--- config.mk ---
export PLATFORM = sky130hd
export DESIGN_NAME = s_aes_decrypt_core
export DESIGN_NICKNAME = d
export VERILOG_FILES = /design/src/rtl/s_aes_pkg.sv /design/src/rtl/s_aes_key_step.sv /design/src/rtl/s_aes_decrypt_core.sv
export SDC_FILE = /design/constraint.sdc
export NUM_CORES = 1
export LEC_CHECK = 0
export CAP_MARGIN = 20
export CORE_MARGIN = 5
export CORE_UTILIZATION = 55
export CTS_CLUSTER_SIZE = 14
export DETAILED_ROUTE_END_ITERATION = 8
export HOLD_SLACK_MARGIN = 0.1
export PLACE_DENSITY = 0.77
export SETUP_SLACK_MARGIN = 0.15
export SYNTH_ARGS = -nofsm -noshare
export SYNTH_HDL_FRONTEND = slang
export SYNTH_SLANG_ARGS = --single-unit
--- constraint.sdc ---
create_clock -name clk -period 8.8 [get_ports clk]
set_clock_uncertainty 0.15 [all_clocks]
set_input_delay 1.76 -clock clk [delete_from_list [all_inputs] [get_ports clk]]
set_output_delay 1.76 -clock clk [all_outputs]
set_load 0.02 [all_outputs]
--- src/rtl/s_aes_pkg.sv ---
// rtl/s_aes_pkg.sv - shared S-AES tables, FSM state type and nibble/GF(2^4) helpers
package s_aes_pkg;

    // Nibble i of each table sits at bits [4i+3:4i].
    localparam logic [63:0] SBOX     = 64'h7FEC_3026_581D_BA49;
    localparam logic [63:0] INV_SBOX = 64'hED4C_3206_F871_B95A;
    localparam logic [7:0]  RCON1    = 8'h80;
    localparam logic [7:0]  RCON2    = 8'h30;

    typedef enum logic [2:0] {
        IDLE = 3'd0,
        KEY1 = 3'd1,
        KEY2 = 3'd2,
        RND2 = 3'd3,
        RND1 = 3'd4,
        FIN  = 3'd5,
        DONE = 3'd6
    } state_e;

    function automatic logic [3:0] gf16_mul(input logic [3:0] a, input logic [3:0] b);
        logic [3:0] p;
        logic [3:0] aa;
        p  = 4'h0;
        aa = a;
        for (int i = 0; i < 4; i++) begin
            if (b[i]) p = p ^ aa;
            aa = aa[3] ? ({aa[2:0], 1'b0} ^ 4'h3) : {aa[2:0], 1'b0};
        end
        return p;
    endfunction

    function automatic logic [3:0] sbox_nib(input logic [3:0] n);
        return SBOX[{n, 2'b00} +: 4];
    endfunction

    function automatic logic [3:0] inv_sbox_nib(input logic [3:0] n);
        return INV_SBOX[{n, 2'b00} +: 4];
    endfunction

    function automatic logic [15:0] sub_nib(input logic [15:0] s);
        return {sbox_nib(s[15:12]), sbox_nib(s[11:8]), sbox_nib(s[7:4]), sbox_nib(s[3:0])};
    endfunction

    function automatic logic [15:0] inv_sub_nib(input logic [15:0] s);
        return {inv_sbox_nib(s[15:12]), inv_sbox_nib(s[11:8]),
                inv_sbox_nib(s[7:4]), inv_sbox_nib(s[3:0])};
    endfunction

    // Self-inverse: the same swap serves as InvShiftRows.
    function automatic logic [15:0] shift_rows(input logic [15:0] s);
        return {s[15:12], s[3:0], s[7:4], s[11:8]};
    endfunction

    function automatic logic [15:0] inv_mix_columns(input logic [15:0] s);
        return {gf16_mul(4'h9, s[15:12]) ^ gf16_mul(4'h2, s[11:8]),
                gf16_mul(4'h2, s[15:12]) ^ gf16_mul(4'h9, s[11:8]),
                gf16_mul(4'h9, s[7:4])   ^ gf16_mul(4'h2, s[3:0]),
                gf16_mul(4'h2, s[7:4])   ^ gf16_mul(4'h9, s[3:0])};
    endfunction

endpackage

--- src/rtl/s_aes_key_step.sv ---
// rtl/s_aes_key_step.sv - one S-AES key-expansion step producing the next two key words
module s_aes_key_step
    import s_aes_pkg::*;
(
    input  logic [7:0] w_a,
    input  logic [7:0] w_b,
    input  logic [7:0] rcon,
    output logic [7:0] w_next_a,
    output logic [7:0] w_next_b
);

    // RotNib then SubNib: low nibble of w_b goes through the S-box into the high position.
    always_comb begin
        w_next_a = w_a ^ rcon ^ {sbox_nib(w_b[3:0]), sbox_nib(w_b[7:4])};
        w_next_b = w_next_a ^ w_b;
    end

endmodule

--- src/rtl/s_aes_decrypt_core.sv ---
// rtl/s_aes_decrypt_core.sv - iterative S-AES decryptor, one inverse round per cycle
module s_aes_decrypt_core
    import s_aes_pkg::*;
#(
    parameter bit KEY_CACHE = 1'b0
) (
    input  logic        clk,
    input  logic        rst_n,
    input  logic        in_valid,
    output logic        in_ready,
    input  logic [15:0] ciphertext,
    input  logic [15:0] initialkey,
    output logic        out_valid,
    input  logic        out_ready,
    output logic [15:0] plaintext,
    output logic        busy
);

    state_e      state;
    logic [15:0] st;
    logic [15:0] k0;
    logic [15:0] k1;
    logic [15:0] k2;
    logic        cache_valid;
    logic [7:0]  ks_a;
    logic [7:0]  ks_b;
    logic [7:0]  ks_rcon;
    logic [7:0]  ks_next_a;
    logic [7:0]  ks_next_b;
    logic [15:0] rnd2_st;
    logic [15:0] rnd1_st;
    logic        cache_hit;

    assign in_ready = (state == IDLE);
    assign busy     = (state != IDLE);

    // A single key-step instance is time-shared between KEY1 (from K0) and KEY2 (from K1).
    assign ks_a    = (state == KEY1) ? k0[15:8] : k1[15:8];
    assign ks_b    = (state == KEY1) ? k0[7:0]  : k1[7:0];
    assign ks_rcon = (state == KEY1) ? RCON1    : RCON2;

    s_aes_key_step u_key_step (
        .w_a      (ks_a),
        .w_b      (ks_b),
        .rcon     (ks_rcon),
        .w_next_a (ks_next_a),
        .w_next_b (ks_next_b)
    );

    assign rnd2_st   = inv_sub_nib(shift_rows(st ^ k2));
    assign rnd1_st   = inv_sub_nib(shift_rows(inv_mix_columns(st ^ k1)));
    assign cache_hit = KEY_CACHE && cache_valid && (initialkey == k0);

    always_ff @(posedge clk or negedge rst_n) begin
        if (!rst_n) begin
            state       <= IDLE;
            st          <= 16'h0;
            k0          <= 16'h0;
            k1          <= 16'h0;
            k2          <= 16'h0;
            cache_valid <= 1'b0;
            out_valid   <= 1'b0;
            plaintext   <= 16'h0;
        end else begin
            case (state)
                IDLE: begin
                    if (in_valid) begin
                        st    <= ciphertext;
                        k0    <= initialkey;
                        state <= cache_hit ? RND2 : KEY1;
                    end
                end
                KEY1: begin
                    k1    <= {ks_next_a, ks_next_b};
                    state <= KEY2;
                end
                KEY2: begin
                    k2          <= {ks_next_a, ks_next_b};
                    cache_valid <= 1'b1;
                    state       <= RND2;
                end
                RND2: begin
                    st    <= rnd2_st;
                    state <= RND1;
                end
                RND1: begin
                    st    <= rnd1_st;
                    state <= FIN;
                end
                FIN: begin
                    plaintext <= st ^ k0;
                    out_valid <= 1'b1;
                    state     <= DONE;
                end
                DONE: begin
                    if (out_ready) begin
                        out_valid <= 1'b0;
                        state     <= IDLE;
                    end
                end
                default: state <= IDLE;
            endcase
        end
    end

endmodule

==> results of run 1 <==
critical path: stages:
cell             delay (ps)
clkdlybuf4s50_1         480
nor2_1                   60
o31ai_1                 630
nand2_1                 630
o22ai_1                 280
a21oi_1                  70
cell type report:
cell class	instances	area, um2	area share, %
clock buffers	12	145	2.15
clock inverters	4	48.8	0.722
inverters	20	75.1	1.11
multi-input cells	505	3590	53.2
flip-flops and latches	84	2100	31.1
well taps	140	175	2.59
repair buffers	60	614	9.10
routing by layer:
layer,up-vias,part of all wire [%],track usage [%]
met4,0,1.8,8.95
met3,21,7.1,4.24
li1,2270,-,-
met5,-,0,0
met2,168,50,38.7
met1,2322,41,31.2
path summary, 6_finish.rpt:
kind	startpoint	to	slack, ps	depth (start not counted)
max	in_valid	st[3]$_DFFE_PN0P_	4970	6
max reg2reg	state[0]$_DFFE_PN0P_	k2[2]$_DFFE_PN0P_	5100	12
min reg2reg	plaintext[2]$_DFFE_PN0P_	plaintext[2]$_DFFE_PN0P_	330	2
min in group asynchronous	rst_n	k0[4]$_DFFE_PN0P_	1120	1
max in group asynchronous	rst_n	k2[15]$_DFFE_PN0P_	6750	2
min	plaintext[2]$_DFFE_PN0P_	plaintext[2]$_DFFE_PN0P_	330	2
registers in the layout, indices dropped and copies added, names as in the netlist:
register and count:
state 3, out_valid 1, st 16, plaintext 16
k2 16, k1 16, k0 16
cells in the mapped netlist (4+ instances only):
master / count
nor2_1: 16
o21ai_1: 9
nor3_1: 5
o311ai_0: 5
ha_1: 32
o21ai_0: 63
mux2i_1: 17
dfrtp_1: 84
o21ai_2: 4
o22ai_1: 5
nor2b_1: 8
nand2b_1: 7
a22oi_1: 13
a211oi_1: 4
a21boi_0: 5
clkbuf_1: 34
xnor3_1: 9
and3_1: 5
mux2_2: 4
o31ai_1: 6
nand3_1: 6
nand3b_1: 4
xor2_1: 22
xnor2_1: 73
inv_1: 20
a21oi_1: 19
nand2_1: 127
metrics by stage:
| stage | hold slack (ps) | setup WS (ps) | instance area [um2] |
|---|---|---|---|
| 2_1_floorplan | 300 | 5410 | 5940 |
| 3_3_place_gp | 313 | 4470 | 6510 |
| 3_5_place_dp | 320 | 4700 | 6520 |
| 4_1_cts | 338 | 4970 | 6720 |
| 5_1_grt | 369 | 4800 | 6750 |
| 6_report | 328 | 4970 | 6750 |
cells by family after synthesis:
logic type / count (synthesis) / share of synthesized area [%]
flip-flops: 84 / 35.4
multiplexers: 26 / 5.22
AND/OR/NAND/NOR: 192 / 14.4
buffers and inverters: 60 / 4.21
adder cells (fa/ha/maj): 32 / 6.74
AO/OA/AOI/OAI: 150 / 16.3
XOR/XNOR: 105 / 17.8
==> run metrics, run 1 <==
Cell Area, Synth 0.00594 mm2; antenna violations before repair 0; final slew viol count 0; proportion of netlist area held by the largest area contributor 35.4%; Max-Slew Margin vs Limit 31.3%; die area 0.0130 mm2; fin crit period 3830 ps; GP Congestion 0.939; number of register bits inferred by synthesis 84; count of yosys warnings during synthesis 0; Die W 114 um; cell total after placement 807; Iter 0 DRT Violations 433; buffers from clock root to sink, at most 2; number of synthesized flops with an enable pin 0; CTS buffer count 9; post-cts resize count 0; final critical-path share of the clock period 43.6%; detailed-placement wirelength estimate 10.9 mm; Setup TNS 0 ps; fraction of registers with async set/reset 100%; dominant register cell in the synthesized netlist dfrtp_1; transition time at the pin with the least slew margin 1030 ps; most used cells in the layout excluding fill and tap cells nand2_1 (127), dfrtp_1 (84), xnor2_1 (73); syn_nets 717; Inserted Diodes 0; Core Area 0.0107 mm2; maximum clock frequency 0.261 GHz; kind of capture point of the worst setup path flip-flop; Site Rows 38; number of sinks on the clock net 84; CTS tree yes; clock transition time at the flip-flop clock pins of the worst setup and hold paths 80 ps; Root Buffer clkbuf_8; DRT Pass-1 Iters 5; H-tree level count 3; fin util 63.1%; clock latency at the later pin of the worst-skew pair 360 ps; remaining antenna violation count 0; cell count after synthesis 649; Post-CTS Repair Setup Buffers 0; die extent in y 114 um; outcome complete, no violations; # Max-Cap Violations 0; RSZ-0062 raised after global routing false; largest net degree at the start of global routing 85; Cell Count, Final, Fillers Out 825; filler cell count 879; Worst Setup Start Kind input pin; net count of the finished layout 748; WP data required 8880 ps; overall fraction of global-route tracks in use 23.6%; most common cell after layout, fill and taps aside nand2_1; ranking of synthesized cells by area dfrtp_1 (35%), xnor2_1 (11%), nand2_1 (8.0%), ha_1 (6.7%), o21ai_0 (5.3%); number of hold-repair buffers added at the cts stage 0; post-synthesis average cell area 9.16 um2; sum of routed wire length over all layers 14.7 mm; per-cell via count in the routed design 5.80; relative area change from synthesis to final layout 13.6%; biggest area consumer among synthesized cells dfrtp_1; Starting Density 55.6%; Final Hold Vio Count 0; Wirelength per Cell 17.8 um; via count of the first global-routing pass 4640; share of synthesized area occupied by flip-flops and latches 35.4%; number of vias after detailed routing 4781; class of the most critical setup path input pin to flip-flop; Data arrival, critical path 3910 ps; proportion of layout cells with a drive suffix above 1 6.57%; Hold Crit Class flip-flop to flip-flop; number of distinct standard cells referenced by the synthesized netlist 54; post-detailed-route DRC marker count 0; Worst Path Max Fanout 17; Remaining Overflow, GRT 0; final setup violation count 0; number of top-level pins 55; global-route wire length before repair 23.8 mm; number of port buffers 54
Power of run 1 is not shown: default switching activity piles up to over one toggle a cycle in this logic, so the estimate is an artifact.
==> inputs of run 2 (changes only) <==
Settings changed: CORE_UTILIZATION 55 to 53.
Clock period 8.8 ns to 3.3 ns, I/O delays scaled along.
==> run 2 against run 1 <==
- via count up 1.3%
- register-to-register slack got worse by 4800 ps
- first-iteration DRC count is 2.5% lower
- sequential share of layout area decreased by 1.0 points
- global-route usage up 0.68 points
- cell area rose by 3.5%
- critical path type is now flip-flop to flip-flop
- critical endpoint is now st[12]$_DFFE_PN0P_
- highest routed layer unchanged
==> run metrics, run 2 (synthesis gave the netlist of run 1 again) <==
clock latency at the later pin of the worst-skew pair 350 ps (about the same); antenna violations before repair 0 (unchanged); die extent in y 116 um (+1.7%); CTS buffer count 9 (unchanged); Starting Density 54.3% (-1.2 points); Data arrival, critical path 3140 ps (-770 ps); per-cell via count in the routed design 5.72 (-1.4%); largest net degree at the start of global routing 85 (unchanged); proportion of layout cells with a drive suffix above 1 9.48% (+2.9 points); number of port buffers 54 (unchanged); worst hold-check slack 99.0 ps (-229 ps); outcome complete, no violations; net count of the finished layout 770 (+2.9%); total area of multi-input combinational cells 0.00360 mm2 (+0.31%); most used cells in the layout excluding fill and tap cells nand2_1 (127), dfrtp_1 (84), xnor2_1 (72); detailed-placement wirelength estimate 11.5 mm (+6.2%); DRT Pass-1 Iters 5 (unchanged); Site Rows 38 (unchanged); filler cell count 902 (+2.6%); crit-path cells buf_4, or3b_2, o21ai_0, xor2_1, inv_1, ha_1, mux4_2, o21ai_0; slowest stage cell, crit path or3b_2; remaining antenna violation count 0 (unchanged); worst reg-to-reg setup slack 280 ps (-4820 ps); die area 0.0134 mm2 (+3.4%); class of the most critical setup path flip-flop to flip-flop; kind of cell adding the most delay to the critical path simple AND/OR/NAND/NOR gates; count of cells along the worst register-to-register path 8 (-4); Worst Path Max Fanout 16 (-1); final slew viol count 0 (unchanged); WP data required 3420 ps (-5460 ps); # Max-Cap Violations 0 (unchanged); global-route wire length before repair 25.4 mm (+6.6%); Core Area 0.0109 mm2 (+2.2%); fin util 63.9% (+0.78 points); buffers from clock root to sink, at most 2 (unchanged); Setup TNS 0 ps (unchanged); kind of capture point of the worst setup path flip-flop; Inserted Diodes 0 (unchanged); sum of buffers and inverters on the critical path 2 (+1); Max-Slew Margin vs Limit 30.1% (-1.2 points); final critical-path share of the clock period 91.6%; Setup WS pre-CTS 312 ps (-4380 ps); Max stage delay on crit path 600 ps (-30 ps); transition time at the pin with the least slew margin 1050 ps (+18.0 ps); sum of routed wire length over all layers 15.3 mm (+4.4%); most common cell after layout, fill and taps aside nand2_1; GP Congestion 0.965 (+2.8%); number of top-level pins 55 (unchanged); Wirelength per Cell 18.1 um (+1.7%); Die W 116 um (+1.7%); overall fraction of global-route tracks in use 24.3% (+0.68 points); fin worst setup slack 276 ps (-4690 ps); RSZ-0062 raised after global routing true; end of the worst register-to-register path st[12]$_DFFE_PN0P_; number of vias after detailed routing 4842 (+1.3%); Worst Setup Start Kind flip-flop; relative area change from synthesis to final layout 17.6%; Hold Crit Class input pin to async pin; maximum clock frequency 0.331 GHz; number of sinks on the clock net 84 (unchanged); footprint of the flip-flops and latches 0.00210 mm2 (unchanged); post-detailed-route DRC marker count 0 (unchanged); Iter 0 DRT Violations 422 (-2.5%); Final Hold Vio Count 0 (unchanged); H-tree level count 3 (unchanged); CTS tree yes; cell repeated most along the worst path o21ai_0; Remaining Overflow, GRT 0 (unchanged); Root Buffer clkbuf_16; fin crit period 3020 ps; via count of the first global-routing pass 4950 (+6.7%); final setup violation count 0 (unchanged); start point of the critical path state[1]$_DFFE_PN0P_; reg-to-reg critical path startpoint state[1]$_DFFE_PN0P_; clock transition time at the flip-flop clock pins of the worst setup and hold paths 60 ps (-20 ps)
## run 2: changes by cell type in the layout (fill, tap and decap cells not counted), moves of 2 or more
| cell | previous run | this run |
|---|---|---|
| buf_4 | 4 | 28 |
| clkbuf_8 | 10 | 1 |
| clkbuf_16 | 0 | 9 |
| clkbuf_1 | 2 | 4 |
## run 2: stage by stage
step | cell area (um2) | std cells
global placement | 6690 | 830
detailed placement | 6690 | 830
CTS | 6950 | 846
floorplan | 5940 | 649
global route | 6990 | 847
finish | 6990 | 847
## run 2: metal layers
layer / part of all wire, % / GRT usage [%] / routed length [um] / vias up
met5: 0 / 0 / 0 / -
met4: 2.6 / 8.97 / 404 / 0
met3: 7.6 / 4.86 / 1160 / 32
met2: 49 / 41.8 / 7560 / 167
met1: 40 / 30.3 / 6210 / 2331
li1: - / - / - / 2312
## run 2: how the worst max path moves through the flow
stage / depth (start not counted) / to / slack, ps
finish: 8 / st[12]$_DFFE_PN0P_ / 280
global route: 8 / st[12]$_DFFE_PN0P_ / 140
CTS: 8 / st[12]$_DFFE_PN0P_ / 280
detailed placement: 10 / st[4]$_DFFE_PN0P_ / 310
global placement: 8 / st[12]$_DFFE_PN0P_ / 410
floorplan: 15 / k2[2]$_DFFE_PN0P_ / 170
## run 2: cell type report
type,count,area share [%]
Inverter,20,1.07
Clock buffer,14,3.63
Sequential cell,84,30.1
Timing Repair Buffer,82,11.0
Clock inverter,2,0.143
Multi-Input combinational cell,505,51.6
Tap cell,140,2.51
## run 2: timing repair
| action | CTS | global route |
|---|---|---|
| hold buffers | 0 | 0 |
| endpoints found under the setup margin | 0 | 2 |
| buffers inserted | 0 | 0 |
| gates resized for setup | 0 | 2 |
Power of run 2 is left out for the same reason.
